**config.mk**
```make
export PLATFORM = sky130hd
export DESIGN_NAME = viterbi_ctrl
export DESIGN_NICKNAME = d
export VERILOG_FILES = /design/src/rtl/viterbi_pkg.sv /design/src/rtl/viterbi_ctrl_sm_addr_gen.sv /design/src/rtl/viterbi_ctrl.sv
export SDC_FILE = /design/constraint.sdc
export NUM_CORES = 1
export LEC_CHECK = 0
export BUFFER_PORTS_ARGS = -buffer_cell sky130_fd_sc_hd__buf_2
export CAP_MARGIN = 20
export CORE_MARGIN = 4
export CORE_UTILIZATION = 28
export CTS_CLUSTER_SIZE = 8
export DETAILED_ROUTE_END_ITERATION = 10
export GPL_TIMING_DRIVEN = 0
export PLACE_DENSITY_LB_ADDON = 0.25
export SYNTH_ARGS = -nofsm -noshare
export SYNTH_HDL_FRONTEND = slang
export SYNTH_SLANG_ARGS = --single-unit
```
**constraint.sdc**
```tcl
create_clock -name clk -period 2.2 [get_ports clk]
set_input_delay 0.33 -clock clk [delete_from_list [all_inputs] [get_ports clk]]
set_output_delay 0.33 -clock clk [all_outputs]
set_load 0.02 [all_outputs]
```
**src/rtl/viterbi_pkg.sv**
```systemverilog
// rtl/viterbi_pkg.sv - shared state encoding and constants for the K=3 Viterbi control path
package viterbi_pkg;

    localparam int TB_DEPTH_DEF  = 16;
    localparam int MEM_DEPTH_DEF = 64;

    // Path-metric load values used by the ACS on pm_init: state 0 starts at zero, the rest at max.
    localparam int              PM_W         = 8;
    localparam logic [PM_W-1:0] PM_INIT_ZERO = '0;
    localparam logic [PM_W-1:0] PM_INIT_MAX  = {1'b0, {(PM_W-1){1'b1}}};

    localparam logic [2:0] ST_IDLE     = 3'd0;
    localparam logic [2:0] ST_INIT     = 3'd1;
    localparam logic [2:0] ST_RUN      = 3'd2;
    localparam logic [2:0] ST_TB_ISSUE = 3'd3;
    localparam logic [2:0] ST_DRAIN    = 3'd4;

    typedef enum logic [2:0] {
        IDLE     = ST_IDLE,
        INIT     = ST_INIT,
        RUN      = ST_RUN,
        TB_ISSUE = ST_TB_ISSUE,
        DRAIN    = ST_DRAIN
    } ctrl_state_t;

endpackage

```
**src/rtl/viterbi_ctrl_sm_addr_gen.sv**
```systemverilog
// rtl/viterbi_ctrl_sm_addr_gen.sv - wrapping survivor write address and per-block symbol counter
module sm_addr_gen
    import viterbi_pkg::*;
#(
    parameter int MEM_DEPTH = MEM_DEPTH_DEF,
    parameter int ADDR_W    = $clog2(MEM_DEPTH),
    parameter int LEN_W     = $clog2(TB_DEPTH_DEF + 1)
) (
    input  logic              clk,
    input  logic              rst,
    input  logic              clr,
    input  logic              addr_inc,
    input  logic              blk_inc,
    input  logic              blk_clr,
    output logic [ADDR_W-1:0] addr,
    output logic [ADDR_W-1:0] last_addr,
    output logic [LEN_W-1:0]  blk_cnt
);

    localparam logic [ADDR_W-1:0] ADDR_MAX = ADDR_W'(MEM_DEPTH - 1);

    always_ff @(posedge clk) begin
        if (rst || clr) begin
            addr    <= '0;
            blk_cnt <= '0;
        end else begin
            if (addr_inc)
                addr <= (addr == ADDR_MAX) ? '0 : addr + 1'b1;
            if (blk_clr)
                blk_cnt <= '0;
            else if (blk_inc)
                blk_cnt <= blk_cnt + 1'b1;
        end
    end

    // addr already points past the newest word once its write has retired
    assign last_addr = (addr == '0) ? ADDR_MAX : addr - 1'b1;

endmodule

```
**src/rtl/viterbi_ctrl.sv**
```systemverilog
// rtl/viterbi_ctrl.sv - symbol intake, ACS/survivor write sequencing and traceback issue for the Viterbi decoder
module viterbi_ctrl
    import viterbi_pkg::*;
#(
    parameter int TB_DEPTH  = TB_DEPTH_DEF,
    parameter int MEM_DEPTH = MEM_DEPTH_DEF,
    parameter int ADDR_W    = $clog2(MEM_DEPTH),
    parameter int LEN_W     = $clog2(TB_DEPTH + 1)
) (
    input  logic              clk,
    input  logic              rst,
    input  logic              start,
    input  logic              rx_valid,
    input  logic [1:0]        rx_pair,
    input  logic              rx_last,
    output logic              rx_ready,
    output logic [1:0]        bmc_pair,
    output logic              acs_en,
    output logic              pm_init,
    input  logic              pm_msb_any,
    output logic              pm_norm,
    output logic              sm_we,
    output logic [ADDR_W-1:0] sm_addr,
    output logic              tb_start,
    output logic [ADDR_W-1:0] tb_addr,
    output logic [LEN_W-1:0]  tb_len,
    input  logic              tb_busy,
    output logic              frame_done,
    output logic              busy
);

    ctrl_state_t       state, state_nx;
    logic              wr_pend, last_q, pm_msb_any_q;
    logic [1:0]        pair_q;
    logic [ADDR_W-1:0] last_addr, tb_addr_q;
    logic [LEN_W-1:0]  blk_cnt, tb_len_q;
    logic              accept, blk_end, tb_fire;

    assign rx_ready = (state == RUN);
    assign accept   = rx_valid & rx_ready;
    assign blk_end  = accept && (blk_cnt == LEN_W'(TB_DEPTH - 1) || rx_last);
    // wr_pend is only low in TB_ISSUE once the block's final write has retired
    assign tb_fire  = (state == TB_ISSUE) && !wr_pend && !tb_busy;

    assign bmc_pair   = pair_q;
    assign acs_en     = wr_pend;
    assign sm_we      = wr_pend;
    assign pm_norm    = wr_pend & pm_msb_any_q;
    assign pm_init    = (state == INIT);
    assign tb_start   = tb_fire;
    assign tb_addr    = tb_fire ? last_addr : tb_addr_q;
    assign tb_len     = tb_fire ? blk_cnt : tb_len_q;
    assign frame_done = (state == DRAIN) && !tb_busy;
    assign busy       = (state != IDLE);

    always_comb begin
        state_nx = state;
        case (state)
            IDLE:     if (start) state_nx = INIT;
            INIT:     state_nx = RUN;
            RUN:      if (blk_end) state_nx = TB_ISSUE;
            TB_ISSUE: if (tb_fire) state_nx = last_q ? DRAIN : RUN;
            DRAIN:    if (!tb_busy) state_nx = IDLE;
            default:  state_nx = IDLE;
        endcase
    end

    always_ff @(posedge clk) begin
        if (rst) begin
            state        <= IDLE;
            wr_pend      <= 1'b0;
            last_q       <= 1'b0;
            pm_msb_any_q <= 1'b0;
            pair_q       <= '0;
            tb_addr_q    <= '0;
            tb_len_q     <= '0;
        end else begin
            state        <= state_nx;
            wr_pend      <= accept;
            pm_msb_any_q <= pm_msb_any;
            if (accept)
                pair_q <= rx_pair;
            if (state == INIT)
                last_q <= 1'b0;
            else if (blk_end)
                last_q <= rx_last;
            if (tb_fire) begin
                tb_addr_q <= last_addr;
                tb_len_q  <= blk_cnt;
            end
        end
    end

    sm_addr_gen #(
        .MEM_DEPTH (MEM_DEPTH),
        .ADDR_W    (ADDR_W),
        .LEN_W     (LEN_W)
    ) u_sm_addr_gen (
        .clk       (clk),
        .rst       (rst),
        .clr       (state == INIT),
        .addr_inc  (wr_pend),
        .blk_inc   (accept),
        .blk_clr   (tb_fire),
        .addr      (sm_addr),
        .last_addr (last_addr),
        .blk_cnt   (blk_cnt)
    );

endmodule
```
==> reports/metrics.cfg <==
[global_route]
antenna_found_initial = 0
grt_max_degree = 11
grt_pass1_wl_um = 5326
grt_overflow = 0
first_global_vias = 1097
grt_use_total = 0.1102

[layout]
final_cell_mix = buf_2, dfxtp_1, nor2_1
final_common_cell = buf_2
area_delta_synth_final_pct = 27.57
final_cells = 269
antennaDiodeCount = 0
drive_gt1_frac = 0.3267
num-nets-final = 215
fillers = 513

[drt]
dr.first_iter.drc_count = 27
dr.pass1.iters = 4
avgRoutedWirePerCell_um = 11.64
ant_nets = 0
vias = 1196
viasPerCell = 4.446
wirelength_um = 3130
drc_errors = 0

[floorplan]
initial_core_util = 0.2957
io_pins = 36
rows = 25
die_w_um = 79.56
die_h_um = 79.56
coreArea_mm2 = 0.004848
die_area_mm2 = 0.006330

[worst_setup_path]
crit_buf_inv = 2
crit_required_ps = 1870
cp.depth = 6
worstPathArrival_ps = 1760
path_delay_family = buffers and inverters
crit_slowest_cell = mux2_2
r2r_cells = 7
crit_chain = clkbuf_1, nor3_2, mux2_2, o311ai_2, nand2_1, buf_4
critPathKind = reg2out
critPathMaxStageDelay_ps = 360
end_kind = output port
crit_fanout = 7
startpoint_type = register

[sta]
hold_violations = 0
slew_headroom = 0.6265
maxSlewViolCount = 0
worst_slack_ps = 110.4
timing.fmax_mhz = 478.6
finalCriticalPeriod_ps = 2090
period_share = 0.9498
worst_pin_slew_ps = 560.2
setup_violations = 0
tns_ps = 0
fin_worst_skew_ps = 8.922

[hold_path]
worst_hold_path.num_cells = 2
hp-class = in2reg

[synthesis]
yosysUniqueCellTypes = 43
async_flop_share = 0
postSynthCellCount = 160
post_synth_xor_area_fraction = 0.06108
synth_top_flop_cell = dfxtp_1
synth_top_family_by_area = simple AND/OR/NAND/NOR gates
ys_seq_area_frac = 0.4188
synth-edff-count = 0
ys_warn_count = 0
yosys.area_share.adder = 0.04363
netlist_area_mm2 = 0.001434
synth-compound-area-share = 0.08901
avgSynthCellArea_um2 = 8.962
synth.area.mux_share = 0.07766
synth-simple-area-share = 0.2600
ys_seq_elements = 30
syn-num-nets = 174

[placed_design]
place_ws_ps = 147.9
dpl.hpwl_um = 2303
io_buffers = 35
place_congestion = 0.7225
dpl.cell_count = 262

[clocking]
cts_root_buffer = clkbuf_8
cts_sinks = 30
clock_latency_ps = 290
clockBufferDepth = 2
clk_pin_slew_ps = 60
cts_hold_buf = 0
htree_levels = 2
cts_tree = done
cts_buffers = 5

[power]
p_leak_nw = 0.7981
internal_power_uw = 864.7
power_switching_uw = 305.0
swShare = 0.2608
p_seq_frac = 0.490
powerDensity_mw_per_mm2 = 639.4
p_total_mw = 1.170
comb_power_share = 0.114
power_frac_clock = 0.396
vdd_drop_max_uv = 300.4

[job]
cap_violations = 0

[outcome]
status = completed

-- layer usage --
metal / GRT usage / up-vias / part of all wire
li1: - / 625 / -
met1: 0.1382 / 540 / 0.47
met2: 0.1661 / 24 / 0.44
met3: 0.03725 / 7 / 0.064
met4: 0.05670 / 0 / 0.024
met5: 0 / - / 0
-- state kept, by name (all words and copies together), names as in the netlist --
register and cells:
pm_msb_any_q 1, u_sm_addr_gen.blk_cnt 5, bmc_pair 2, tb_addr_q 6
last_q 1, u_sm_addr_gen.addr 6, state 3, tb_len_q 5
acs_en 1
-- worst paths after layout --
kind | startpoint | to | slack (ps)
setup / recovery | u_sm_addr_gen.addr[2]$_SDFFE_PP0P_ | tb_addr[5] | 110
hold / removal | pm_msb_any | pm_msb_any_q$_SDFF_PP0_ | 250
setup reg to reg | u_sm_addr_gen.blk_cnt[0]$_SDFFE_PP0P_ | state[0]$_SDFFE_PP0P_ | 650
hold reg to reg | tb_addr_q[5]$_SDFF_PP0_ | tb_addr_q[5]$_SDFF_PP0_ | 460
-- kinds of logic after synthesis --
logic type               after synthesis
AND/OR/NAND/NOR                       71
XOR/XNOR                              10
AO/OA/AOI/OAI                         19
multiplexers                          10
flip-flops                            30
buffers and inverters                 15
adder cells (fa/ha/maj)                5
-- layout make-up --
cell class | count | area [µm²] | share of cell area
clock inverter | 1 | 5.005 | 0.002736
buffer | 8 | 50.05 | 0.02736
timing repair buffer | 36 | 187.7 | 0.1026
clock buffer | 7 | 86.33 | 0.04720
inverter | 5 | 20.02 | 0.01094
tap | 67 | 83.83 | 0.04583
sequential | 30 | 603.1 | 0.3297
multi-input combinational | 115 | 793.3 | 0.4337
-- power by group through the flow --
stage | sequential (mW) | clock, mW | combinational (mW)
after floorplan | 0.582 | 0 | 0.0876
after detailed placement | 0.583 | 0 | 0.131
after global routing | 0.577 | 0.504 | 0.147
final | 0.573 | 0.464 | 0.133
after CTS | 0.572 | 0.483 | 0.133
after global placement | 0.583 | 0 | 0.130
-- per-stage QoR --
stage,utilization,instance area (µm²),hold WS (ps)
2_1_floorplan,-,1434,444.3
3_3_place_gp,0.3492,1693,452.7
3_5_place_dp,0.3492,1693,458.7
4_1_cts,0.3706,1797,246.4
5_1_grt,0.3773,1829,245.8
6_report,0.3773,1829,251.4
-- what timing repair did --
| item | 4_1_cts | 5_1_grt |
|---|---|---|
| pin swaps | 0 | 1 |
| endpoints found under the hold margin | 0 | 0 |
| setup buffers | 1 | 0 |
| gates resized for setup | 3 | 11 |
| endpoints found under the setup margin | 6 | 11 |
-- synthesized netlist by cell type (2+ instances only) --
cell       n  share of area
inv_1      4          0.010
nor2_1    26          0.068
o21ai_0    2         0.0070
nor2b_1    8          0.035
nand2_1   11          0.029
ha_1       5          0.044
xor2_1     6          0.037
dfxtp_1   30           0.42
and3_1     4          0.017
mux2i_1    4          0.028
nand4_1    3          0.013
a211oi_1   3          0.016
nor3b_1    2          0.010
nor3_1     4          0.014
buf_2      2         0.0070
xnor2_1    4          0.024
mux2_2     5          0.039
a21oi_1    5          0.017
clkbuf_1   6          0.016
nand2b_1   3          0.013
(Power assumes the default switching activity.)
